### src/rtl/video_timing_ctrl_if.sv
// Signal bundle between the video timing controller, the upstream pixel FIFO and the DVI
// encoder. The master modport is the controller side. The slave modport is the environment
// side.
interface video_timing_ctrl_if;
  logic        en;
  logic        src_ready;
  logic        fifo_empty;
  logic        pix_req;
  logic        pHSync;
  logic        pVSync;
  logic        pVDE;
  logic        frame_start;
  logic        busy;
  logic        underrun;
  logic [11:0] hcnt;
  logic [11:0] vcnt;
  logic [15:0] frame_cnt;

  modport master (
    input  en, src_ready, fifo_empty,
    output pix_req, pHSync, pVSync, pVDE, frame_start, busy, underrun, hcnt, vcnt, frame_cnt
  );

  modport slave (
    output en, src_ready, fifo_empty,
    input  pix_req, pHSync, pVSync, pVDE, frame_start, busy, underrun, hcnt, vcnt, frame_cnt
  );
endinterface

### src/rtl/video_timing_ctrl.sv
// Video timing controller for the HDMI output path.
// Runs the h/v pixel counters, registers the sync and data-enable strobes, and pops the pixel
// FIFO one cycle ahead of pVDE. Starts and stops only on frame boundaries.
// The optional completed-frame counter is built when VTC_FRAME_CNT_EN is defined.
module video_timing_ctrl #(
  parameter int unsigned H_ACTIVE = 1280,
  parameter int unsigned H_FP     = 110,
  parameter int unsigned H_SYNC   = 40,
  parameter int unsigned H_BP     = 220,
  parameter int unsigned V_ACTIVE = 720,
  parameter int unsigned V_FP     = 5,
  parameter int unsigned V_SYNC   = 5,
  parameter int unsigned V_BP     = 20,
  parameter bit          HS_POL   = 1'b1,
  parameter bit          VS_POL   = 1'b1
) (
  input logic                 PixelClk,
  input logic                 rst,
  video_timing_ctrl_if.master bus
);

  localparam int unsigned HTotal = H_ACTIVE + H_FP + H_SYNC + H_BP;
  localparam int unsigned VTotal = V_ACTIVE + V_FP + V_SYNC + V_BP;

  localparam logic [11:0] HLast   = 12'(HTotal - 1);
  localparam logic [11:0] VLast   = 12'(VTotal - 1);
  localparam logic [11:0] HActEnd = 12'(H_ACTIVE);
  localparam logic [11:0] VActEnd = 12'(V_ACTIVE);
  localparam logic [11:0] HsStart = 12'(H_ACTIVE + H_FP);
  localparam logic [11:0] HsEnd   = 12'(H_ACTIVE + H_FP + H_SYNC);
  localparam logic [11:0] VsStart = 12'(V_ACTIVE + V_FP);
  localparam logic [11:0] VsEnd   = 12'(V_ACTIVE + V_FP + V_SYNC);

  typedef enum logic [0:0] {StIdle, StRun} state_e;

  state_e      state_q, state_d;
  logic [11:0] hcnt_q, hcnt_d;
  logic [11:0] vcnt_q, vcnt_d;
  logic        start;
  logic        run;
  logic        h_last;
  logic        v_last;
  logic        active;
  logic        hs_raw;
  logic        vs_raw;
  logic        hs_q;
  logic        vs_q;
  logic        de_q;
  logic        fs_q;
  logic        underrun_q;

  assign run    = (state_q == StRun);
  assign h_last = (hcnt_q == HLast);
  assign v_last = (vcnt_q == VLast);
  assign active = run && (hcnt_q < HActEnd) && (vcnt_q < VActEnd);
  assign hs_raw = run && (hcnt_q >= HsStart) && (hcnt_q < HsEnd);
  assign vs_raw = run && (vcnt_q >= VsStart) && (vcnt_q < VsEnd);

  // Next state and counter stepping; a stop request is honoured only at the last pixel
  always_comb begin
    state_d = state_q;
    hcnt_d  = hcnt_q;
    vcnt_d  = vcnt_q;
    start   = 1'b0;
    unique case (state_q)
      StIdle: begin
        hcnt_d = '0;
        vcnt_d = '0;
        if (bus.en && bus.src_ready) begin
          state_d = StRun;
          start   = 1'b1;
        end
      end
      StRun: begin
        if (h_last) begin
          hcnt_d = '0;
          if (v_last) begin
            vcnt_d = '0;
            // Continuation ignores src_ready; only en decides
            if (!bus.en) state_d = StIdle;
          end else begin
            vcnt_d = vcnt_q + 12'd1;
          end
        end else begin
          hcnt_d = hcnt_q + 12'd1;
        end
      end
      default: state_d = StIdle;
    endcase
  end

  // State and counter registers
  always_ff @(posedge PixelClk or posedge rst) begin
    if (rst) begin
      state_q <= StIdle;
      hcnt_q  <= '0;
      vcnt_q  <= '0;
    end else begin
      state_q <= state_d;
      hcnt_q  <= hcnt_d;
      vcnt_q  <= vcnt_d;
    end
  end

  // Output strobes are the counter-derived values delayed by one pixel clock
  always_ff @(posedge PixelClk or posedge rst) begin
    if (rst) begin
      hs_q <= ~HS_POL;
      vs_q <= ~VS_POL;
      de_q <= 1'b0;
      fs_q <= 1'b0;
    end else begin
      hs_q <= hs_raw ? HS_POL : ~HS_POL;
      vs_q <= vs_raw ? VS_POL : ~VS_POL;
      de_q <= active;
      fs_q <= run && (hcnt_q == '0) && (vcnt_q == '0);
    end
  end

  // Sticky underrun; a fresh start clears it (pix_req is low in IDLE so the two never collide)
  always_ff @(posedge PixelClk or posedge rst) begin
    if (rst) begin
      underrun_q <= 1'b0;
    end else if (start) begin
      underrun_q <= 1'b0;
    end else if (active && bus.fifo_empty) begin
      underrun_q <= 1'b1;
    end
  end

`ifdef VTC_FRAME_CNT_EN
  logic [15:0] frame_cnt_q;

  // Completed-frame counter; wraps naturally and only rst clears it
  always_ff @(posedge PixelClk or posedge rst) begin
    if (rst) begin
      frame_cnt_q <= '0;
    end else if (run && h_last && v_last) begin
      frame_cnt_q <= frame_cnt_q + 16'd1;
    end
  end

  assign bus.frame_cnt = frame_cnt_q;
`else
  assign bus.frame_cnt = '0;
`endif

  assign bus.pix_req     = active;
  assign bus.pHSync      = hs_q;
  assign bus.pVSync      = vs_q;
  assign bus.pVDE        = de_q;
  assign bus.frame_start = fs_q;
  assign bus.busy        = run;
  assign bus.underrun    = underrun_q;
  assign bus.hcnt        = hcnt_q;
  assign bus.vcnt        = vcnt_q;

endmodule
### src/flat_wrapper.sv
// flat-port wrapper written by rule: the top's interface ports become plain ports
module video_timing_ctrl_flat 
#(
  parameter int unsigned H_ACTIVE = 1280,
  parameter int unsigned H_FP     = 110,
  parameter int unsigned H_SYNC   = 40,
  parameter int unsigned H_BP     = 220,
  parameter int unsigned V_ACTIVE = 720,
  parameter int unsigned V_FP     = 5,
  parameter int unsigned V_SYNC   = 5,
  parameter int unsigned V_BP     = 20,
  parameter bit          HS_POL   = 1'b1,
  parameter bit          VS_POL   = 1'b1
)
  (PixelClk, rst, bus_en, bus_src_ready, bus_fifo_empty, bus_pix_req, bus_pHSync, bus_pVSync, bus_pVDE, bus_frame_start, bus_busy, bus_underrun, bus_hcnt, bus_vcnt, bus_frame_cnt);
  video_timing_ctrl_if bus_i ();
  input logic PixelClk;
  input logic rst;
  input wire logic [$bits(bus_i.en)-1:0] bus_en;
  input wire logic [$bits(bus_i.src_ready)-1:0] bus_src_ready;
  input wire logic [$bits(bus_i.fifo_empty)-1:0] bus_fifo_empty;
  output wire logic [$bits(bus_i.pix_req)-1:0] bus_pix_req;
  output wire logic [$bits(bus_i.pHSync)-1:0] bus_pHSync;
  output wire logic [$bits(bus_i.pVSync)-1:0] bus_pVSync;
  output wire logic [$bits(bus_i.pVDE)-1:0] bus_pVDE;
  output wire logic [$bits(bus_i.frame_start)-1:0] bus_frame_start;
  output wire logic [$bits(bus_i.busy)-1:0] bus_busy;
  output wire logic [$bits(bus_i.underrun)-1:0] bus_underrun;
  output wire logic [$bits(bus_i.hcnt)-1:0] bus_hcnt;
  output wire logic [$bits(bus_i.vcnt)-1:0] bus_vcnt;
  output wire logic [$bits(bus_i.frame_cnt)-1:0] bus_frame_cnt;
  assign bus_i.en = bus_en;
  assign bus_i.src_ready = bus_src_ready;
  assign bus_i.fifo_empty = bus_fifo_empty;
  assign bus_pix_req = bus_i.pix_req;
  assign bus_pHSync = bus_i.pHSync;
  assign bus_pVSync = bus_i.pVSync;
  assign bus_pVDE = bus_i.pVDE;
  assign bus_frame_start = bus_i.frame_start;
  assign bus_busy = bus_i.busy;
  assign bus_underrun = bus_i.underrun;
  assign bus_hcnt = bus_i.hcnt;
  assign bus_vcnt = bus_i.vcnt;
  assign bus_frame_cnt = bus_i.frame_cnt;
  video_timing_ctrl #(.H_ACTIVE(H_ACTIVE), .H_FP(H_FP), .H_SYNC(H_SYNC), .H_BP(H_BP), .V_ACTIVE(V_ACTIVE), .V_FP(V_FP), .V_SYNC(V_SYNC), .V_BP(V_BP), .HS_POL(HS_POL), .VS_POL(VS_POL)) u_core (.PixelClk(PixelClk), .rst(rst), .bus(bus_i));
endmodule
### config.mk
export PLATFORM = sky130hd
export DESIGN_NAME = video_timing_ctrl_flat
export DESIGN_NICKNAME = d
export VERILOG_FILES = /design/src/rtl/video_timing_ctrl_if.sv /design/src/rtl/video_timing_ctrl.sv /design/src/flat_wrapper.sv
export SDC_FILE = /design/constraint.sdc
export NUM_CORES = 1
export LEC_CHECK = 0
export BUFFER_PORTS_ARGS = -buffer_cell sky130_fd_sc_hd__buf_2
export CELL_PAD_IN_SITES_DETAIL_PLACEMENT = 1
export CELL_PAD_IN_SITES_GLOBAL_PLACEMENT = 1
export CORE_UTILIZATION = 35
export CTS_CLUSTER_DIAMETER = 200
export DETAILED_ROUTE_END_ITERATION = 10
export PLACE_DENSITY_LB_ADDON = 0.05
export SLEW_MARGIN = 25
export SYNTH_ARGS = -nofsm -noshare
export SYNTH_HDL_FRONTEND = slang
export SYNTH_SLANG_ARGS = --single-unit
### constraint.sdc
create_clock -name PixelClk -period 2.25 [get_ports PixelClk]
set_input_delay 0.3375 -clock PixelClk [delete_from_list [all_inputs] [get_ports PixelClk]]
set_output_delay 0.3375 -clock PixelClk [all_outputs]
set_load 0.1 [all_outputs]
# --- After elaboration in Yosys (flattened, before gate mapping) ---
# Index checks and enable logic that the tools add are counted.
totals:
  regBits: 30
  inputBits: 5
  output_inout_bits: 47
  wordCells: 48
op_classes:
  eq_ne: 3
  add_sub_neg: 2
  muxes: 15
  reduce_logical: 13
  bitwise: 1
  order_cmp: 6
ops:
  columns: ["operator", "n"]
  rows:
  - ["$pmux 12 s2", 2]
  - ["$mux 12", 3]
  - ["$add 12x1->12 const B", 2]
  - ["$logic_not 12->1", 2]
  - ["$lt 12x10->1 const B", 2]
  - ["$lt 12x11->1 const B", 2]
  - ["$eq 12x10->1 const B", 1]
  - ["$eq 12x11->1 const B", 1]
  - ["$ge 12x10->1 const B", 1]
  - ["$ge 12x11->1 const B", 1]
  - ["$logic_and 1x1->1", 10]
  - ["$mux 1", 9]
  - ["$ne 2x2->1 const B", 1]
  - ["$pmux 1 s2", 1]
  - ["$reduce_bool 2->1", 1]
  - ["$not 1->1", 1]

# --- Depth between registers and ports, before layout ---
# Gate-level depths: netlist of the first run.
logic_depth:
  depth_word: 6
  ltp_mapped: 7
  mapped_depth_nobuf: 6

# --- Least setup slack after synthesis of the first run ---
# Ideal clock, no wire load.
synth_timing:
  path_kind: "reg2out"
  start: "reg u_core.state_q, in the netlist u_core.bus.busy"
  end: "out bus_pix_req"
  n_path_buf: 1
  setup_slack_ps: -943
  arrival_time_ps: 2855
  stages_incl_launch_ff: 5
  required_ps: 1913
  cell_sequence: "dfrtp_1 -> clkbuf_1 -> nor4b_1 -> nand3_1 -> nor2_1"
synth_between:
  elab_chain_len: 2
synth_lines:
  columns: ["item", "line_no", "rtl"]
  rows:
  - ["start, declared", "video_timing_ctrl.sv:36", "state_e state_q, state_d;"]
  - ["start signal, assigned", "video_timing_ctrl.sv:95", "state_q <= StIdle;"]
  - ["start signal, assigned", "video_timing_ctrl.sv:99", "state_q <= state_d;"]
  - ["$logic_and 1x1->1 (2 in a row)", "video_timing_ctrl.sv:55", "assign active = run && (hcnt_q < HActEnd) && (vcnt_q < VActEnd);"]
  - ["end, declared", "flat_wrapper.sv:22", "output wire logic [$bits(bus_i.pix_req)-1:0] bus_pix_req;"]
# No other way between the ends.

# --- Worst setup path after layout of the first run ---
layout_timing:
  start: "reg u_core.hcnt_q[7], in the netlist u_core.bus.hcnt[7]"
  end: "reg u_core.vcnt_q[10], in the netlist u_core.bus.vcnt[10]"
layout_between:
  elab_chain_len: 2
layout_lines:
  columns: ["item", "line_no", "rtl"]
  rows:
  - ["start, declared", "video_timing_ctrl.sv:37", "logic [11:0] hcnt_q, hcnt_d;"]
  - ["start signal, assigned", "video_timing_ctrl.sv:100", "hcnt_q <= hcnt_d;"]
  - ["$eq 12x11->1", "video_timing_ctrl.sv:53", "assign h_last = (hcnt_q == HLast);"]
  - ["$ne 2x2->1 (no source line)", null, null]
  - ["end signal, assigned", "video_timing_ctrl.sv:101", "vcnt_q <= vcnt_d;"]
  - ["end, declared", "video_timing_ctrl.sv:38", "logic [11:0] vcnt_q, vcnt_d;"]
# No other way between the ends.
# A chain may end at the register's enable or synchronous reset.

==> metrics.txt, run 1 <==
Synth Warn #=0; Crit Path Category=flip-flop to flip-flop; Layout Cells excl Fill=334; P&R area growth vs syn=25.5%; area share of the largest cell type after synthesis=0.400; Hold WS=0.133 ns; static power due to leakage=1.08 nW; vias per inst=5.38; fin crit share=0.977; Layout Nets=roughly 280; Layout fillers=646; Simple-Gate Fraction of Synth Area=0.261; Mapped Cells=212; H-tree depth=2; vias in the first global route=1713; Iteration-0 DRC Markers=119; commonest cells in the netlist=dfrtp_1, buf_4, nand3_1, nor2_1, nand2_1; RSZ-0062 raised after global routing=false; Clock Root Buffer=clkbuf_8; main combinational cell family by area after synthesis=simple AND/OR/NAND/NOR gates; GRT met2 Usage=0.360; Worst R2R Setup Slack=0.05 ns; Critical Path RT=2.45 ns; Clock power frac=0.397; synth top area cells=dfrtp_1, buf_4, ha_1; drc violations=0; status=finished, final reports clean; Rows=26; Setup Skew=0.00403 ns; Slowest cell on crit path=or4_4; Slew headroom=0.670; die area=5660 um2; Arrival @ worst endpoint=approximately 2.4 ns; pre-CTS WS=0.0146 ns; share of layout cells above drive strength 1=0.360; hold_buf cts=0; XOR/XNOR Fraction of Synth Area=0.0420; max frequency=455 MHz; prevailing post-synth register cell=dfrtp_1; sequential power share=0.483; register area=779 um2; number of max-cap violations=0; width of the chip=75.2 um; Setup WS post-layout=0.0511 ns; total CTS buffers=5; critical path endpoint category=flip-flop; Post-synth EDFFs=0; Die Y=around 75 um; Initial Utilization=0.365; I/O pin count=52; synthesized area=1880 um2; cell taking the most area after synthesis=dfrtp_1; first-pass GRT wire length=roughly 8900 um; final slew viol count=0; CTS tree=built; GRT Residual Overflow=0; drt first pass iters=4; DP Wirelength=4250 um; Clock Latency Late Sink=0.28 ns; endpoints failing setup=0; maximum fanout along the worst path=4; Tot GR Track Use=0.215; P_int=0.793 mW; DRT antenna net count=0; path type of the worst min-delay path=input port to asynchronous set/reset pin; pwr dens=474 nW/um2; final wirelength=5700 um; Logic pwr share=0.120; VDD IR max=between 0.15 and 0.2 mV; clk buf depth=2; most frequent cell after synthesis=dfrtp_1; worst slew pin tran=between 0.4 and 0.5 ns; part of the Yosys area used for sequential elements=0.400; gpl congestion=0.848; NetSw=0.323 mW; largest net degree at the start of global routing=31; CTS sink count=30; initial antenna violation count=0; fin crit period=2.20 ns; GRT busiest layer=met2; post-synthesis compound-gate area fraction=0.135; post-synthesis mux area share=0; Worst-path clk slew=roughly 0.060 ns; CP startpoint kind=flip-flop; Core ar.=between 5000 and 6000 um2; routed via count=1797; met1 Use GR=0.284; FF+latch count, synth=30; Synth cell types=between 40 and 50; most frequent cell on the critical path=or4_4; area of the multi-input gates=between 900 and 1000 um2; met3 usage=0.0415; Adder-Cell Fraction of Synth Area=0.0467; Inst Count DP=325; post-synthesis async set-or-reset flop share=1.00; net switching share of the total power=0.289; CP max stage delay=0.54 ns; Final Hold Violating Endpoints=0; drt wl/cell=17.1 um; n_diodes=0; Post-Synthesis Mean Instance Area=8.85 um2; Cell Chain, Critical Path=or4_4 -> or4_4 -> or4_1 -> o21ai_1; Port-buffer cells=35
-- logic make-up after synthesis --
group	Yosys count
AO/OA/AOI/OAI	35
XOR/XNOR	9
adder cells (fa/ha/maj)	7
buffers and inverters	40
flip-flops	30
other	1
AND/OR/NAND/NOR	90
-- registers in the layout (all words and copies together) (netlist names) --
| signal | cells |
|---|---|
| u_core.bus.underrun | 1 |
| u_core.bus.pHSync | 1 |
| u_core.bus.pVSync | 1 |
| u_core.bus.busy | 1 |
| u_core.bus.hcnt | 12 |
| u_core.bus.pVDE | 1 |
| u_core.bus.frame_start | 1 |
| u_core.bus.vcnt | 12 |
-- metal layers --
layer,vias up,wire length [um]
li1,836,-
met1,907,2550
met2,44,2820
met3,10,226
met4,0,97
met5,-,0
-- placed cells by master, fill, tap and decap left out, types with 7 or more instances in the layout --
cell,instances
inv_1,11
buf_4,23
buf_2,34
a31oi_1,9
nor3_1,8
conb_1,16
nand3_1,15
dfrtp_2,17
nand2_1,14
ha_1,7
dfrtp_1,11
nor2_1,14
-- final cells by class --
cell class,count,share of cell area
clock buffer,8,0.0382
inverter,11,0.0175
multi-input combinational,157,0.422
sequential,30,0.331
tap,70,0.0372
timing repair buffer,58,0.154
-- worst max-delay path: cells and delay by family (launching register included) --
kind / cells / cell delay, ns
flops: 1 / 0.48
compound gates: 1 / 0.12
simple gates: 3 / 1.52
-- per-stage QoR --
| stage | utilization | power (mW) | TNS (ns) | cell area, um2 |
|---|---|---|---|---|
| after floorplan | - | 0.696 | -2.42 | 1980 |
| after detailed placement | 0.433 | 0.683 | 0 | 2230 |
| after global placement | 0.433 | 0.682 | 0 | 2230 |
| after global routing | 0.458 | 1.17 | 0 | 2360 |
| final | 0.458 | 1.12 | 0 | 2360 |
| after CTS | 0.453 | 1.14 | 0 | 2330 |
-- final timing paths --
check | start | to | cells after the start
hold / removal | rst | u_core.bus.hcnt[5] | 3
min in group PixelClk | bus_en | u_core.bus.busy | 3
setup / recovery | u_core.bus.hcnt[7] | u_core.bus.vcnt[10] | 4
hold reg to reg | u_core.bus.underrun | u_core.bus.underrun | 1
max in group asynchronous | rst | u_core.bus.hcnt[7] | 3
setup reg to reg | u_core.bus.hcnt[7] | u_core.bus.vcnt[10] | 4
-- power groups by stage --
stage,clock [mW],sequential [mW],combinational (mW)
detailed placement,0,0.549,0.134
floorplan,0,0.549,0.146
global route,0.488,0.539,0.139
CTS,0.462,0.539,0.134
finish,0.443,0.539,0.134
global placement,0,0.549,0.133
-- repair_timing --
action / CTS / global route
gates cloned: 0 / 0
endpoints found under the setup margin: 2 / 4
gates resized for setup: 3 / 2
buffers inserted: 0 / 1
(Power assumes the default switching activity.)
==> inputs of run 2 (changes only) <==
--- a/config.mk
+++ b/config.mk
@@ -8,7 +8,7 @@
 export BUFFER_PORTS_ARGS = -buffer_cell sky130_fd_sc_hd__buf_2
 export CELL_PAD_IN_SITES_DETAIL_PLACEMENT = 1
 export CELL_PAD_IN_SITES_GLOBAL_PLACEMENT = 1
-export CORE_UTILIZATION = 35
+export CORE_UTILIZATION = 25
 export CTS_CLUSTER_DIAMETER = 200
 export DETAILED_ROUTE_END_ITERATION = 10
 export PLACE_DENSITY_LB_ADDON = 0.05
==> constraint.sdc (replaced) <==
create_clock -name PixelClk -period 2.4 [get_ports PixelClk]
set_input_delay 0.36 -clock PixelClk [delete_from_list [all_inputs] [get_ports PixelClk]]
set_output_delay 0.36 -clock PixelClk [all_outputs]
set_load 0.1 [all_outputs]
==> metrics.txt, run 2 (same netlist as run 1, synthesis figures left out) <==
critical path endpoint category=flip-flop; fin crit period=2.35 ns; VDD IR max=roughly 0.19 mV; Core ar.=7250 um2; clk buf depth=2; Clock Root Buffer=clkbuf_8; RSZ-0062 raised after global routing=true; drt wl/cell=between 15 and 20 um; first-pass GRT wire length=9200 um; number of max-cap violations=0; gpl congestion=0.741; Initial Utilization=0.259; Resize count post-CTS=0; CTS sink count=30; P&R area growth vs syn=25.4%; Port-buffer cells=35; placed instance area=~2200 um2; DRT antenna net count=0; Arrival @ worst endpoint=~2.6 ns; pwr dens=474 nW/um2; hold_buf cts=0; n_diodes=0; routed via count=1709; Crit Path Category=flip-flop to flip-flop; register area=roughly 780 um2; area of the multi-input gates=977 um2; Layout Nets=272; maximum fanout along the worst path=4; I/O pin count=52; share of layout cells above drive strength 1=0.333; GRT Residual Overflow=0; Tot GR Track Use=0.158; worst slew pin tran=0.569 ns; path type of the worst min-delay path=input port to asynchronous set/reset pin; Slew headroom=0.616; Worst-path clk slew=about 0.070 ns; final wirelength=about 5600 um; Layout fillers=~900; CP startpoint kind=flip-flop; vias per inst=4.75; vias in the first global route=1663; final instance area=2350 um2; Critical Path RT=between 2 and 3 ns; total CTS buffers=5; most frequent cells in the layout=buf_2, buf_4, conb_1; final slew viol count=0; static power due to leakage=1.08 nW; drt first pass iters=4; largest net degree at the start of global routing=31; Total Power=1.12 mW; H-tree depth=2; Setup Fix Bufs, Post-CTS=0; Die Y=~89 um; endpoints failing setup=0; initial antenna violation count=0; width of the chip=88.6 um; Final Hold Violating Endpoints=0; Iteration-0 DRC Markers=between 50 and 60; drc violations=0; max frequency=425 MHz; die area=just under 8000 um2; DP Wirelength=approximately 4200 um; Setup Skew=0.00955 ns; most common cell after layout, fill and taps aside=buf_2; CTS tree=built; status=finished, final reports clean; Clock Latency Late Sink=0.28 ns; fin crit share=0.981; Rows=31
[run 2: worst paths after layout]
kind	start	end	slack (ns)	depth (start not counted)
min	rst	u_core.bus.pVDE	0.15	3
max	u_core.bus.hcnt[7]	u_core.bus.vcnt[10]	0.05	4
min in group PixelClk	bus_src_ready	u_core.bus.underrun	0.38	3
max reg2reg	u_core.bus.hcnt[7]	u_core.bus.vcnt[10]	0.05	4
max in group asynchronous	rst	u_core.bus.hcnt[7]	1.91	3
min reg2reg	u_core.bus.underrun	u_core.bus.underrun	0.48	1
[run 2: layer usage]
metal / wire (um) / up-vias / track usage
met5: 0 / - / 0
met4: 44 / 0 / 0.0425
met3: 201 / 7 / 0.0354
met2: 2590 / 41 / 0.244
met1: 2810 / 833 / 0.220
li1: - / 828 / -
[run 2: report_power, final]
part	total [mW]	switching, mW	internal [mW]
logic	0.125	0.121	0.00421
clock network	0.486	0.196	0.289
registers	0.505	0.0000000000000000189	0.505
total	1.12	0.317	0.799
[run 2: worst max-delay path, stage by stage, from the launching register on]
cell and delay (ns):
dfrtp_4 0.47, or4_1 0.62, or4_1 0.57, or4_1 0.49
o21ai_1 0.13
[run 2: metrics by stage]
stage	cells	TNS [ns]	util	hold WS (ns)	worst slack [ns]
after floorplan	227	-0.353	-	0.450	-0.170
after global placement	352	0	0.309	0.474	0.103
after detailed placement	352	0	0.309	0.472	0.0490
after CTS	360	0	0.324	0.166	0.0331
after global routing	360	-0.0484	0.324	0.187	-0.0244
final	360	0	0.324	0.154	0.0453
[run 2: final cells by class]
| type | count | area share |
|---|---|---|
| clock buffer | 8 | 0.0468 |
| inverter | 11 | 0.0175 |
| multi-input combinational | 157 | 0.415 |
| sequential | 30 | 0.330 |
| tap | 99 | 0.0526 |
| timing repair buffer | 55 | 0.138 |
==> inputs of run 3 (changes only) <==
==> constraint.sdc (replaced) <==
create_clock -name PixelClk -period 2.8 [get_ports PixelClk]
set_input_delay 0.42 -clock PixelClk [delete_from_list [all_inputs] [get_ports PixelClk]]
set_output_delay 0.42 -clock PixelClk [all_outputs]
set_load 0.1 [all_outputs]
==> metrics.txt, run 3 (same netlist as run 1, synthesis figures left out) <==
largest net degree at the start of global routing=31; die area=7860 um2; total CTS buffers=5; Rows=31; endpoints failing setup=0; critical path endpoint category=flip-flop; path type of the worst min-delay path=input port to asynchronous set/reset pin; CP max stage delay=0.68 ns; Initial Utilization=0.259; CTS sink count=30; Slowest cell on crit path=or4_1; maximum fanout along the worst path=7; initial antenna violation count=0; setup TNS=0 ns; Resize count post-CTS=0; Tot GR Track Use=0.162; most frequent cell on the critical path=or4_1; CTS tree=built; Setup Skew=0.00526 ns; Crit Path Category=flip-flop to flip-flop; max frequency=396 MHz; Die Y=88.6 um; DP Wirelength=~4200 um; P&R area growth vs syn=18.6%; gpl congestion=about 0.7; Setup Fix Bufs, Post-CTS=0; H-tree depth=2; pwr dens=a little under 400 nW/um2; Clock Latency Late Sink=0.28 ns; most frequent cells in the layout=buf_2, dfrtp_1, conb_1; Layout Nets=262; drc violations=0; width of the chip=just under 90 um; Port-buffer cells=35; Clock Root Buffer=clkbuf_8; first-pass GRT wire length=9420 um; RSZ-0062 raised after global routing=false; most common cell after layout, fill and taps aside=buf_2; Iteration-0 DRC Markers=31; final wirelength=5700 um; Worst-path clk slew=around 0.060 ns; CP startpoint kind=flip-flop; number of max-cap violations=0; n_diodes=0; Critical Path RT=3.01 ns; GRT Residual Overflow=0; Core ar.=7250 um2; clk buf depth=2; vias per inst=4.68; final slew viol count=0; share of layout cells above drive strength 1=0.252; DRT antenna net count=0; drt first pass iters=3; Arrival @ worst endpoint=2.74 ns; Slew headroom=0.619; hold_buf cts=0; status=finished, final reports clean; worst slew pin tran=0.568 ns; Layout fillers=895; I/O pin count=52; static power due to leakage=1.03 nW; post-layout util=0.307; drt wl/cell=between 15 and 20 um; Cell Chain, Critical Path=or4_1 -> or4_1 -> or4_1 -> o21ai_1; fin crit share=0.903; vias in the first global route=between 1.5k and 2k; Final Hold Violating Endpoints=0; routed via count=between 1.5k and 2k; VDD IR max=0.145 mV; fin crit period=approximately 2.5 ns
## run 3: cell types whose count changed in the layout (fill, tap and decap cells not counted), sizes merged
cell / delta
clkbuf: -1
buf: -10
## run 3: area by class of cell
| type | count | area [um2] | share of cell area |
|---|---|---|---|
| clock buffer | 7 | 76.3 | 0.0343 |
| multi-input combinational | 157 | 977 | 0.439 |
| timing repair buffer | 45 | 250 | 0.112 |
| tap | 99 | 124 | 0.0556 |
| sequential | 30 | 757 | 0.340 |
| inverter | 11 | 41.3 | 0.0185 |
## run 3: worst paths after layout
check,startpoint,end,slack [ns],cells after the start
setup / recovery,u_core.bus.hcnt[8],u_core.bus.vcnt[10],0.27,4
hold / removal,rst,u_core.bus.vcnt[11],0.23,3
max in group asynchronous,rst,u_core.bus.hcnt[8],2.25,3
setup reg to reg,u_core.bus.hcnt[8],u_core.bus.vcnt[10],0.27,4
min in group PixelClk,bus_en,u_core.bus.busy,0.46,3
hold reg to reg,u_core.bus.underrun,u_core.bus.underrun,0.57,1
## run 3: through the flow
step | hold slack [ns] | std cells | power [mW] | setup slack (ns) | cell area [um2]
floorplan | 0.510 | 227 | 0.559 | 0.0209 | 1950
global placement | 0.518 | 342 | 0.550 | 0.335 | 2150
detailed placement | 0.549 | 342 | 0.550 | 0.285 | 2150
CTS | 0.246 | 349 | 0.897 | 0.272 | 2230
global route | 0.271 | 349 | 0.921 | 0.164 | 2230
finish | 0.230 | 349 | 0.880 | 0.272 | 2230
## run 3: worst max-delay path, delay by kind of cell (launching register included)
family	cells	cell delay, ns
flip-flops	1	0.44
AND/OR/NAND/NOR	3	1.87
AO/OA/AOI/OAI	1	0.13
## run 3: power by group
group / internal (mW) / switching (mW)
sequential: 0.433 / 0.0000000000000000440
combinational: 0.00364 / 0.104
clock: 0.171 / 0.167
## run 3: per-layer routing
metal / global-route usage / wire [um]
met1: 0.230 / 2890
met2: 0.245 / 2530
met3: 0.0354 / 208
met4: 0.0484 / 70
met5: 0 / 0
